--- config.mk ---
export PLATFORM = sky130hd
export DESIGN_NAME = mem_copy_flat
export DESIGN_NICKNAME = d
export VERILOG_FILES = /design/src/rtl/mem_copy_pkg.sv /design/src/rtl/mem_copy_if.sv /design/src/rtl/mem_copy.sv /design/src/flat_wrapper.sv
export SDC_FILE = /design/constraint.sdc
export NUM_CORES = 1
export LEC_CHECK = 0
export BUFFER_PORTS_ARGS = -buffer_cell sky130_fd_sc_hd__buf_2
export CORE_MARGIN = 2
export CORE_UTILIZATION = 60
export DETAILED_ROUTE_END_ITERATION = 8
export PLACE_DENSITY = 0.8
export SLEW_MARGIN = 20
export SYNTH_ARGS = -nofsm -noshare
export SYNTH_HDL_FRONTEND = slang
export SYNTH_SLANG_ARGS = --single-unit
--- constraint.sdc ---
create_clock -name CLK -period 4.9 [get_ports CLK]
set_clock_uncertainty 0.1 [all_clocks]
set_input_delay 0.49 -clock CLK [delete_from_list [all_inputs] [get_ports CLK]]
set_output_delay 0.49 -clock CLK [all_outputs]
set_load 0.02 [all_outputs]
--- src/rtl/mem_copy_pkg.sv ---
// Shared widths and FSM state encoding for the block-copy initiator.
package mem_copy_pkg;
  localparam int ADDR_W = 8;
  localparam int DATA_W = 8;

  typedef enum logic [1:0] {IDLE, READ, WRITE, DONE} state_t;
endpackage

--- src/rtl/mem_copy_if.sv ---
// Single-port data memory bus: the copy engine is master, data_mem (or its mux) is slave.
interface mem_copy_if #(
  parameter int ADDR_W = mem_copy_pkg::ADDR_W,
  parameter int DATA_W = mem_copy_pkg::DATA_W
) ();
  logic [ADDR_W-1:0] DataAddress;
  logic              ReadMem;
  logic              WriteMem;
  logic [DATA_W-1:0] DataIn;
  logic [DATA_W-1:0] DataOut;

  modport master (output DataAddress, ReadMem, WriteMem, DataIn, input DataOut);
  modport slave  (input DataAddress, ReadMem, WriteMem, DataIn, output DataOut);
endinterface

--- src/rtl/mem_copy.sv ---
// Block-copy DMA master: copies Len bytes Src->Dst, one read cycle then one write cycle per byte.
// Optional running byte checksum of copied data when MEM_COPY_CHECKSUM_EN is defined.
module mem_copy #(
  parameter int ADDR_W = mem_copy_pkg::ADDR_W,
  parameter int DATA_W = mem_copy_pkg::DATA_W
) (
  input  logic              CLK,
  input  logic              reset,
  input  logic              start,
  input  logic [ADDR_W-1:0] SrcAddr,
  input  logic [ADDR_W-1:0] DstAddr,
  input  logic [ADDR_W-1:0] Len,
  output logic              busy,
  output logic              done,
  mem_copy_if.master        mem
`ifdef MEM_COPY_CHECKSUM_EN
  ,
  output logic [DATA_W-1:0] Checksum
`endif
);
  import mem_copy_pkg::*;

  state_t            state;
  logic [ADDR_W-1:0] src;
  logic [ADDR_W-1:0] dst;
  logic [ADDR_W-1:0] len;
  logic [ADDR_W-1:0] cnt;
  logic [ADDR_W-1:0] cnt_nxt;
  logic [ADDR_W-1:0] addr;
  logic              rd;
  logic              wr;
  logic [DATA_W-1:0] hold;

  assign cnt_nxt         = cnt + ADDR_W'(1);
  assign mem.DataAddress = addr;
  assign mem.ReadMem     = rd;
  assign mem.WriteMem    = wr;
  // hold is only presented on the bus while writing, keeping DataIn zero elsewhere
  assign mem.DataIn      = wr ? hold : '0;

  always_ff @(posedge CLK or posedge reset) begin
    if (reset) begin
      state    <= IDLE;
      src      <= '0;
      dst      <= '0;
      len      <= '0;
      cnt      <= '0;
      addr     <= '0;
      rd       <= 1'b0;
      wr       <= 1'b0;
      hold     <= '0;
      busy     <= 1'b0;
      done     <= 1'b0;
`ifdef MEM_COPY_CHECKSUM_EN
      Checksum <= '0;
`endif
    end else begin
      case (state)
        IDLE: begin
          if (start) begin
            src  <= SrcAddr;
            dst  <= DstAddr;
            len  <= Len;
            cnt  <= '0;
            busy <= 1'b1;
`ifdef MEM_COPY_CHECKSUM_EN
            Checksum <= '0;
`endif
            if (Len != '0) begin
              state <= READ;
              rd    <= 1'b1;
              addr  <= SrcAddr;
            end else begin
              state <= DONE;
              done  <= 1'b1;
            end
          end
        end
        READ: begin
          hold  <= mem.DataOut;
          rd    <= 1'b0;
          wr    <= 1'b1;
          addr  <= dst + cnt;
          state <= WRITE;
        end
        WRITE: begin
          cnt <= cnt_nxt;
          wr  <= 1'b0;
`ifdef MEM_COPY_CHECKSUM_EN
          Checksum <= Checksum + hold;
`endif
          if (cnt_nxt == len) begin
            state <= DONE;
            done  <= 1'b1;
            addr  <= '0;
          end else begin
            state <= READ;
            rd    <= 1'b1;
            addr  <= src + cnt_nxt;
          end
        end
        DONE: begin
          state <= IDLE;
          done  <= 1'b0;
          busy  <= 1'b0;
        end
        default: state <= IDLE;
      endcase
    end
  end
endmodule

--- src/flat_wrapper.sv ---
// flat-port wrapper written by rule: the top's interface ports become plain ports
module mem_copy_flat import mem_copy_pkg::*;
#(
  parameter int ADDR_W = mem_copy_pkg::ADDR_W,
  parameter int DATA_W = mem_copy_pkg::DATA_W
)
  (CLK, reset, start, SrcAddr, DstAddr, Len, busy, done, mem_DataAddress, mem_ReadMem, mem_WriteMem, mem_DataIn, mem_DataOut);
  mem_copy_if #(.ADDR_W(ADDR_W), .DATA_W(DATA_W)) mem_i ();
  input  logic CLK;
  input  logic reset;
  input  logic start;
  input  logic [ADDR_W-1:0] SrcAddr;
  input  logic [ADDR_W-1:0] DstAddr;
  input  logic [ADDR_W-1:0] Len;
  output logic busy;
  output logic done;
  output wire logic [$bits(mem_i.DataAddress)-1:0] mem_DataAddress;
  output wire logic [$bits(mem_i.ReadMem)-1:0] mem_ReadMem;
  output wire logic [$bits(mem_i.WriteMem)-1:0] mem_WriteMem;
  output wire logic [$bits(mem_i.DataIn)-1:0] mem_DataIn;
  input wire logic [$bits(mem_i.DataOut)-1:0] mem_DataOut;
  assign mem_DataAddress = mem_i.DataAddress;
  assign mem_ReadMem = mem_i.ReadMem;
  assign mem_WriteMem = mem_i.WriteMem;
  assign mem_DataIn = mem_i.DataIn;
  assign mem_i.DataOut = mem_DataOut;
  mem_copy #(.ADDR_W(ADDR_W), .DATA_W(DATA_W)) u_core (.CLK(CLK), .reset(reset), .start(start), .SrcAddr(SrcAddr), .DstAddr(DstAddr), .Len(Len), .busy(busy), .done(done), .mem(mem_i));
endmodule
After elaboration in Yosys (flattened, before gate mapping)
Index checks and enable logic that the tools add are counted.

cells by class
  $add $sub $neg = 3
  $mul = 0
  divide/modulo/power cells = 0
  order comparisons = 0
  equal/unequal tests = 9
  shift-type cells = 0
  multiplexer cells = 22
  bitwise gates (word level) = 0
  reductions and logical operators = 13

operator list
  kind                                                                      number
  8-bit 2-to-1 mux                                                          5
  8-bit one-hot mux with 3 select lines                                     1
  8-bit adder                                                               2
  8-bit one-hot mux with 2 select lines                                     1
  8-bit by 1-bit adder with 8-bit output (second input constant)            1
  8-bit == test                                                             1
  2-bit one-hot mux with 4 select lines                                     1
  4-bit AND reduction                                                       2
  8-bit nonzero test                                                        1
  1-bit 2-to-1 mux                                                          7
  2-bit 2-to-1 mux                                                          3
  2-bit inequality test (second input constant)                             3
  1-bit one-hot mux with 3 select lines                                     2
  2-bit AND reduction                                                       3
  2-bit nonzero test                                                        3
  3-bit nonzero test                                                        2
  2-bit == test (second input constant)                                     2
  2-bit by 1-bit inequality test with 1-bit output (second input constant)  2
  1-bit one-hot mux with 2 select lines                                     2
  3-bit AND reduction                                                       1
  2-bit by 1-bit == test with 1-bit output (second input constant)          1
  2-bit zero test                                                           1

storage, ports and cells
  register bits after elaboration = 54
  latch bits = 0
  memory bits (writable) = 0
  bits in read-only memories = 0
  output and inout port bits = 20
  logic and storage cells = 58
  memories = 0

Depth between registers and ports, before layout
Gate-level depths: netlist of run 1.

  depth in word-level cells = 4
  depth in mapped cells = 10
  gate-level depth less buffers = 10

Worst setup path after synthesis of run 1
Ideal clock, no wire load.

  path type = register to register
  start = register u_core.cnt[0]
  end = register u_core.addr[6], in the netlist u_core.mem.DataAddress[6]
  arrival time = 2.317 ns
  data required time = 4.723 ns
  setup slack = 2.405 ns
  cell stages (with the launch flop) = 11
  clock period less this slack = 2.495 ns
  cells stage by stage = dfrtp_1 > ha_1 > nand3_1 > xnor2_1 > ha_1 > and2_1 > a221o_1 > a21oi_1 > xnor2_1 > nand3_1 > a21oi_1

on the way
  cells in the longest elaborated chain, start to end = 4
  elaborated cells on any way between the ends = 6
  classes of those cells = add/sub: 3; eq/ne: 1; mux: 2

ends and longest elaborated chain
  item                                                 RTL line                        RTL
  start: declaration                                   mem_copy.sv:27                  logic [ADDR_W-1:0] cnt;
  start signal: assignment                             mem_copy.sv:87                  cnt <= cnt_nxt;
  8-bit by 1-bit adder with 8-bit output               mem_copy.sv:34                  assign cnt_nxt = cnt + ADDR_W'(1);
  8-bit adder / 8-bit == test (equally long branches)  mem_copy.sv:99, mem_copy.sv:92
  8-bit 2-to-1 mux                                     mem_copy.sv:92                  if (cnt_nxt == len) begin
  8-bit one-hot mux with 3 select lines (*)            mem_copy.sv:58                  case (state)
  end signal: assignment                               mem_copy.sv:72                  addr <= SrcAddr;
  end signal: assignment                               mem_copy.sv:83                  addr <= dst + cnt;
  end signal: assignment                               mem_copy.sv:99                  addr <= src + cnt_nxt;
  end: declaration                                     mem_copy.sv:29                  logic [ADDR_W-1:0] addr;

Every way passes the cells marked *; elsewhere a longest branch is shown, timed or not.
A chain may end at the register's enable or synchronous reset.

Worst setup path after layout of run 1
Ends and elaborated chain as after synthesis.

==> results of run 1 <==
==> logic make-up (layout without fill, tap and decap cells) <==
kind of cell / count (synthesis) / after routing / share of synthesized area
AND/OR/NAND/NOR: 79 / 79 / 0.128
AO/OA/AOI/OAI: 63 / 63 / 0.119
flip-flops: 54 / 54 / 0.413
multiplexers: 39 / 39 / 0.132
XOR/XNOR: 25 / 25 / 0.0907
adder cells (fa/ha/maj): 22 / 22 / 0.0888
buffers and inverters: 22 / 71 / 0.0279
==> state kept, by name, summed over array words and instances, names as in the netlist <==
name and flops:
u_core.cnt 8, u_core.mem.WriteMem 1, u_core.mem.ReadMem 1, u_core.src 8
u_core.dst 8, u_core.state 2, u_core.mem.DataAddress 8, u_core.done 1
u_core.busy 1, u_core.len 8, u_core.hold 8
==> power groups by stage <==
stage | clock, mW | combinational, mW | sequential (mW)
CTS | 0.242 | 0.0394 | 0.450
global placement | 0 | 0.0388 | 0.458
finish | 0.234 | 0.0384 | 0.450
detailed placement | 0 | 0.0394 | 0.459
floorplan | 0 | 0.0175 | 0.458
global route | 0.264 | 0.0438 | 0.451
==> final timing paths <==
check | to | start
max | u_core.mem.DataAddress[6] | u_core.cnt[0]
min | u_core.mem.DataAddress[1] | reset
max reg2reg | u_core.mem.DataAddress[6] | u_core.cnt[0]
min reg2reg | u_core.hold[1] | u_core.hold[1]
max in group asynchronous | u_core.cnt[0] | reset
min in group CLK | u_core.dst[1] | DstAddr[1]
==> metal layers <==
metal	vias to the layer above	part of all wire	global-route usage	routed length [µm]
met5	-	0	0	0
met4	0	0.019	0.0911	132
met3	13	0.049	0.0442	347
met2	72	0.50	0.428	3540
met1	1180	0.43	0.308	3060
li1	1174	-	-	-
==> stage by stage <==
stage                     hold slack [ps]  total power [mW]  area [µm²]
final                                 240             0.723        3660
after global routing                  302             0.758        3660
after CTS                             279             0.731        3650
after detailed placement              388             0.498        3580
after global placement                380             0.497        3580
after floorplan                       372             0.476        3270
==> cells in the mapped netlist (5+ instances only) <==
| cell | number | area (µm²) |
|---|---|---|
| a21o_1 | 5 | 37.5 |
| inv_1 | 9 | 33.8 |
| clkbuf_1 | 10 | 37.5 |
| dfrtp_1 | 54 | 1350 |
| nand2_1 | 21 | 78.8 |
| ha_1 | 20 | 250 |
| mux2_2 | 34 | 383 |
| a21oi_1 | 24 | 120 |
| nand3_1 | 13 | 65.1 |
| and2_1 | 9 | 56.3 |
| xor2_1 | 6 | 52.6 |
| xnor2_1 | 13 | 114 |
| o21ai_0 | 13 | 65.1 |
| nor2_1 | 14 | 52.6 |
| mux2i_1 | 5 | 50.1 |
==> cell type report <==
| cell class | count | area (µm²) | area share |
|---|---|---|---|
| clock buffer | 7 | 76.3 | 0.0209 |
| inverter | 9 | 33.8 | 0.00924 |
| multi-input combinational | 228 | 1830 | 0.500 |
| sequential | 54 | 1350 | 0.370 |
| tap | 70 | 87.6 | 0.0240 |
| timing repair buffer | 55 | 278 | 0.0760 |
==> critical path: cells and delay by family, from the launching register on <==
family / cells / cell delay (ps)
AO/OA/AOI/OAI: 3 / 720
adder cells (fa/ha/maj): 2 / 620
XOR/XNOR: 2 / 370
flip-flops: 1 / 490
AND/OR/NAND/NOR: 3 / 460
==> out/qor.yml, run 1 <==
layout:
  fin_nets: 410
  final_core_util: 0.707
  n_antenna_cell: 0
  stdcell_count: 423
  drive_above_1_share: 0.297
  syn2layout_area_growth_pct: 11.8
  nFillCells: 403
  layout.cells.most_common_list: "54 x buf_2, 54 x dfrtp_1, 34 x mux2_2, 24 x a21oi_1"
worst_setup_path:
  crit_chain: "ha_1 -> nand3_1 -> xnor2_1 -> ha_1 -> and2_1 -> a221o_1 -> a21oi_1 -> xnor2_1 -> nand3_1 -> a21oi_1"
  crit_required_ps: 5040
  setup.worst_path.end_class: "flip-flop"
  rrSetupSlack_ps: 2070
  crit_path_max_incr_delay_ps: 490
  crit_type: "flip-flop to flip-flop"
  critical_path_arrival_ps: 2960
  cp_slowest_cell: "dfrtp_1"
  critPathMaxFanout: 8
  cp-start-kind: "flip-flop"
  rr_worst_depth: 10
global_route:
  overflow: 0
  grtUsageTotal: 0.247
  grt_pass1_vias: 2403
  grt_max_degree: 55
  antenna_found_initial: 0
  grt_pass1_wl_um: 11600
min_path:
  hold_class: "primary input to async pin"
synth:
  synth_cells: 304
  synth-edff-count: 0
  async_flop_share: 1.00
  synth_warnings: 0
  synth_seq_cells: 54
  synthFlopType: "dfrtp_1"
  ys_types: 50
  syn_area_per_cell_um2: 10.8
  synth_area_um2: 3270
  synth_nets: 361
  yosysSeqAreaShare: 0.413
floorplan:
  start_util: 0.632
  die_area_um2: 6060
  coreArea_um2: 5170
  die_x_um: 77.8
  die_h_um: 77.8
  ios: 55
  placement_rows: 26
placed_design:
  pre_cts_ws_ps: 2150
  dp_hpwl_um: 5130
  place_inst: 416
  numPortBuffers: 54
  gp_congestion: 0.866
cts:
  clock_sinks: 54
  cts_inserted_buffers: 5
  cts_resized: 0
  clkLatencyLatePin_ps: 310
  clockBufferDepth: 2
  cts-hold-fix-buffers: 0
  path_clk_slew_ps: 90
  cts_setup_buffers: 0
  cts_tree: "built"
  clockRootBuffer: "clkbuf_8"
  h-tree-depth: 2
timing:
  hold_viol_final: 0
  period_share: 0.577
  setup_slack_ps: 2070
  timing.fmax_mhz: 354
  worst_pin_slew_ps: 871
  layout_min_cycle_time_ps: 2830
  rsz0062_at_grt: "false"
  slew_headroom: 0.419
  slew_viol_final: 0
  tns_ps: 0
  finalSetupViolations: 0
pwr:
  power.switching_mw: 0.158
  vdd_ir_drop_max_mv: 0.120
  seqPwrFrac: 0.622
  p_int_mw: 0.564
  leakagePower_nw: 1.87
  swShare: 0.219
  p_per_area_nw_per_um2: 198
  combPwrFrac: 0.053
  pwr-share-clk: 0.324
flow_run:
  cap_violations: 0
route:
  finalWirelength_um: 7080
  post_drt_wl_per_cell_um: 16.7
  drtAntennaViolNets: 0
  vias: 2439
  vias_per_cell: 5.77
  first_pass_iters: 4
  post-route-drc-count: 0
  drtIter0Drc: 134
outcome:
  status: "finished clean"
Power figures use the tool's default switching activity.
==> run 2, diff against run 1 <==
--- a/config.mk
+++ b/config.mk
@@ -7,9 +7,9 @@
 export LEC_CHECK = 0
 export BUFFER_PORTS_ARGS = -buffer_cell sky130_fd_sc_hd__buf_2
 export CORE_MARGIN = 2
-export CORE_UTILIZATION = 60
+export CORE_UTILIZATION = 57
 export DETAILED_ROUTE_END_ITERATION = 8
-export PLACE_DENSITY = 0.8
+export PLACE_DENSITY = 0.77
 export SLEW_MARGIN = 20
 export SYNTH_ARGS = -nofsm -noshare
 export SYNTH_HDL_FRONTEND = slang
==> constraint.sdc (replaced) <==
create_clock -name CLK -period 2.6 [get_ports CLK]
set_clock_uncertainty 0.1 [all_clocks]
set_input_delay 0.26 -clock CLK [delete_from_list [all_inputs] [get_ports CLK]]
set_output_delay 0.26 -clock CLK [all_outputs]
set_load 0.02 [all_outputs]
==> out/qor.yml, run 2 (synthesis results as in run 1) <==
floorplan:
  ios: 55
  placement_rows: 27
  die_x_um: 79.7
  coreArea_um2: 5510
  die_area_um2: 6360
  start_util: 0.594
  die_h_um: 79.7
route:
  finalWirelength_um: 7570
  first_pass_iters: 4
  post_drt_wl_per_cell_um: 17.4
  drtAntennaViolNets: 0
  vias: 2562
  vias_per_cell: 5.88
  post-route-drc-count: 0
  drtIter0Drc: 144
placed_design:
  placed_area_um2: 3640
  numPortBuffers: 54
  pre_cts_ws_ps: 49.4
  gp_congestion: 0.966
  place_inst: 426
  dp_hpwl_um: 5480
timing:
  hold_viol_final: 0
  timing.fmax_mhz: 406
  slew_viol_final: 0
  slew_headroom: 0.577
  worst_pin_slew_ps: 630
  finalSetupViolations: 0
  period_share: 0.947
  layout_min_cycle_time_ps: 2460
  setup_slack_ps: 139
  whs_ps: 72.1
  tns_ps: 0
layout:
  fin_nets: 420
  nFillCells: 421
  stdcell_count: 436
  final_core_util: 0.700
  multiInputGateArea_um2: 1880
  syn2layout_area_growth_pct: 17.9
  n_antenna_cell: 0
  final_common_cell: "buf_2"
  drive_above_1_share: 0.341
  seqCellArea_um2: 1350
  design_area_um2: 3860
  layout.cells.most_common_list: "54 x buf_2, 53 x dfrtp_1, 34 x mux2_2, 23 x a21oi_1, 21 x nand2_1"
flow_run:
  cap_violations: 0
pwr:
  vdd_ir_drop_max_mv: 0.330
  power.total_mw: 1.61
  power.switching_mw: 0.322
  leakagePower_nw: 1.96
  pwr-share-clk: 0.426
  seqPwrFrac: 0.526
  p_per_area_nw_per_um2: 418
  swShare: 0.200
  combPwrFrac: 0.048
  p_int_mw: 1.29
global_route:
  grt_pass1_vias: 2520
  grt_max_degree: 29
  overflow: 0
  grt_pass1_wl_um: 12100
  grtUsageTotal: 0.251
  antenna_found_initial: 0
min_path:
  hp-start: "mem_DataOut[1]"
  hold_class: "primary input to flip-flop"
worst_setup_path:
  crit_path_max_incr_delay_ps: 430
  crit_start: "u_core.cnt[0]"
  crit_required_ps: 2700
  setup.worst_path.end_class: "flip-flop"
  crit_chain: "buf_6 -> ha_1 -> fa_1 -> a21o_1 -> a21oi_1 -> o21bai_1 -> mux2i_1 -> a211oi_1 -> a21oi_1"
  crit_top_cell: "a21oi_1"
  cp_slowest_cell: "dfrtp_1"
  critPathMaxFanout: 7
  reg2reg_from: "u_core.cnt[0]"
  critical_path_arrival_ps: 2560
  timing.critical_path.buf_inv: 1
  crit_type: "flip-flop to flip-flop"
  crit_family: "compound AO/OA/AOI/OAI gates"
  cp-start-kind: "flip-flop"
cts:
  cts_inserted_buffers: 5
  clock_sinks: 54
  cts_tree: "built"
  clockRootBuffer: "clkbuf_8"
  path_clk_slew_ps: 100
  clkLatencyLatePin_ps: 310
  h-tree-depth: 2
  clockBufferDepth: 2
outcome:
  status: "finished clean"
run 2: cell types whose count changed in the layout (fill, tap and decap cells not counted), moves of 2 or more:
cell       before  now
buf_4           1    9
xnor2_2         0    2
clkbuf_1        2    0
nand3_1        13   11
xnor2_1        13   11
nand3_2         1    3
bufinv_16       0    2
run 2: layout make-up:
| type | instances | area share |
|---|---|---|
| multi-input combinational | 228 | 0.487 |
| clock buffer | 6 | 0.0214 |
| timing repair buffer | 65 | 0.0931 |
| sequential | 54 | 0.351 |
| clock inverter | 2 | 0.0156 |
| tap | 72 | 0.0234 |
| inverter | 9 | 0.00876 |
run 2: worst paths after layout:
path | cells past startpoint | slack (ps) | to
setup / recovery | 9 | 140 | u_core.mem.DataAddress[6]
hold / removal | 2 | 70 | u_core.hold[1]
setup reg to reg | 9 | 140 | u_core.mem.DataAddress[6]
hold reg to reg | 2 | 410 | u_core.busy
max in group asynchronous | 4 | 1290 | u_core.cnt[2]
min in group asynchronous | 3 | 450 | u_core.mem.DataAddress[0]
run 2: timing repair:
item	CTS	global route
setup buffers	0	1
hold buffers	1	0
hold endpoints to repair	26	0
resized for setup	0	11
setup endpoints to repair	0	4
run 2: power by group through the flow:
stage,Sequential [mW],Clock (mW),Combinational (mW)
after global placement,0.864,0,0.0754
after CTS,0.848,0.703,0.0786
final,0.848,0.687,0.0774
after floorplan,0.864,0,0.0330
after global routing,0.849,0.733,0.0872
after detailed placement,0.865,0,0.0773
run 2: per-layer routing:
metal  global-route usage  wire length [µm]  vias up
met1                0.339              3240     1254
li1                     -                 -     1203
met4               0.0932               163        0
met3               0.0430               423       15
met5                    0                 0        -
met2                0.408              3750       90
==> run 3, diff against run 2 <==
==> constraint.sdc (replaced) <==
create_clock -name CLK -period 2.6 [get_ports CLK]
set_clock_uncertainty 0.1 [all_clocks]
set_input_delay 0.13 -clock CLK [delete_from_list [all_inputs] [get_ports CLK]]
set_output_delay 0.13 -clock CLK [all_outputs]
set_load 0.02 [all_outputs]
==> out/qor.yml, run 3 (synthesis results as in run 1) <==
outcome:
  status: "finished clean"
global_route:
  grt_pass1_wl_um: 13100
  grtUsageTotal: 0.272
  grt_pass1_vias: 2711
  overflow: 0
  antenna_found_initial: 0
  grt_max_degree: 32
worst_setup_path:
  rr_worst_depth: 10
  cp-start-kind: "flip-flop"
  rrSetupSlack_ps: 120
  setup.worst_path.end_class: "flip-flop"
  r2r-end: "u_core.mem.DataAddress[6]"
  crit_path_max_incr_delay_ps: 360
  critical_path_arrival_ps: 2620
  reg2reg_from: "u_core.cnt[0]"
  crit_top_cell: "a21oi_1"
  crit_type: "flip-flop to flip-flop"
  cp_slowest_cell: "dfrtp_1"
  crit_chain: "ha_2 -> nand3_2 -> xnor2_2 -> ha_1 -> and2_1 -> a221o_1 -> a21oi_1 -> xnor2_1 -> nand3_1 -> a21oi_1"
  crit_required_ps: 2740
  timing.critical_path.buf_inv: 0
  crit_family: "compound AO/OA/AOI/OAI gates"
  critPathMaxFanout: 5
placed_design:
  dp_hpwl_um: 5610
  pre_cts_ws_ps: 45.8
  numPortBuffers: 54
  gp_congestion: 0.961
floorplan:
  die_h_um: 79.7
  die_x_um: 79.7
  placement_rows: 27
  coreArea_um2: 5510
  die_area_um2: 6360
  ios: 55
  start_util: 0.594
cts:
  cts_setup_buffers: 0
  clkLatencyLatePin_ps: 310
  h-tree-depth: 2
  clockBufferDepth: 2
  path_clk_slew_ps: 100
  cts_tree: "built"
  clockRootBuffer: "clkbuf_8"
  clock_sinks: 54
  cts_inserted_buffers: 5
pwr:
  p_per_area_nw_per_um2: 373
  leakagePower_nw: 2.06
  vdd_ir_drop_max_mv: 0.219
  power.total_mw: 1.53
timing:
  whs_ps: 5.84
  tns_ps: 0
  finalSetupViolations: 0
  timing.fmax_mhz: 404
  setup_slack_ps: 123
  rsz0062_at_grt: "true"
  worst_pin_slew_ps: 646
  period_share: 0.953
  layout_min_cycle_time_ps: 2480
  slew_headroom: 0.566
  hold_viol_final: 0
  slew_viol_final: 0
route:
  post_drt_wl_per_cell_um: 17.4
  first_pass_iters: 4
  drtIter0Drc: 163
  finalWirelength_um: 8080
  vias: 2644
  drtAntennaViolNets: 0
  vias_per_cell: 5.69
  post-route-drc-count: 0
layout:
  multiInputGateArea_um2: 1850
  fin_nets: 449
  syn2layout_area_growth_pct: 25.1
  nFillCells: 397
  seqCellArea_um2: 1350
  drive_above_1_share: 0.303
  layout.cells.most_common_list: "54 x buf_2, 53 x dfrtp_1, 34 x mux2_2, 32 x dlygate4sd3_1, 24 x a21oi_1"
  final_common_cell: "buf_2"
  n_antenna_cell: 0
flow_run:
  cap_violations: 0
min_path:
  hold_depth: 2
  min_to: "u_core.len[0]"
  hp-start: "Len[0]"
  hold_class: "primary input to flip-flop"
## run 3: layout make-up
class / instances / share of cell area
Multi-Input combinational cell: 228 / 0.453
Sequential cell: 54 / 0.331
Timing Repair Buffer: 94 / 0.159
Tap cell: 72 / 0.0220
Clock buffer: 5 / 0.0168
Clock inverter: 3 / 0.00979
Inverter: 9 / 0.00826
## run 3: metal layers
layer  GRT usage  routed length [µm]  vias up
li1            -                   -     1255
met3      0.0396                 343       17
met5           0                   0        -
met2       0.471                4100       91
met4       0.100                 201        0
met1       0.347                3440     1281
## run 3: worst register-to-register path, stage by stage (launching register included)
cell	delay (ps)
dfrtp_1	360
ha_2	250
nand3_2	130
xnor2_2	170
ha_1	310
and2_1	190
a221o_1	320
a21oi_1	170
xnor2_1	130
nand3_1	90
a21oi_1	180
## run 3: what timing repair did
action	in CTS	in global routing
hold endpoints to repair	54	0
setup endpoints to repair	0	7
hold buffers	32	0
gates resized for setup	0	6
## run 3: through the flow
step / utilization / std cells / area, µm²
6_report: 0.743 / 465 / 4090
5_1_grt: 0.743 / 465 / 4090
4_1_cts: 0.738 / 465 / 4060
3_5_place_dp: 0.660 / 425 / 3630
3_3_place_gp: 0.660 / 425 / 3630
2_1_floorplan: - / 304 / 3270
## run 3: power breakdown
group | switching (mW) | leakage, nW | total [mW] | internal, mW
Combinational | 0.0504 | 1.32 | 0.114 | 0.0635
Clock | 0.282 | 0.0579 | 0.566 | 0.284
Sequential | 0.00263 | 0.682 | 0.848 | 0.845
## run 3: worst max-delay path by stage
stage | depth (start not counted) | startpoint | end
4_1_cts | 10 | u_core.cnt[0] | u_core.mem.DataAddress[6]
3_5_place_dp | 10 | u_core.cnt[0] | u_core.mem.DataAddress[6]
2_1_floorplan | 10 | u_core.cnt[0] | u_core.mem.DataAddress[6]
3_3_place_gp | 10 | u_core.cnt[0] | u_core.mem.DataAddress[6]
5_1_grt | 10 | u_core.cnt[0] | u_core.mem.DataAddress[6]
6_report | 10 | u_core.cnt[0] | u_core.mem.DataAddress[6]
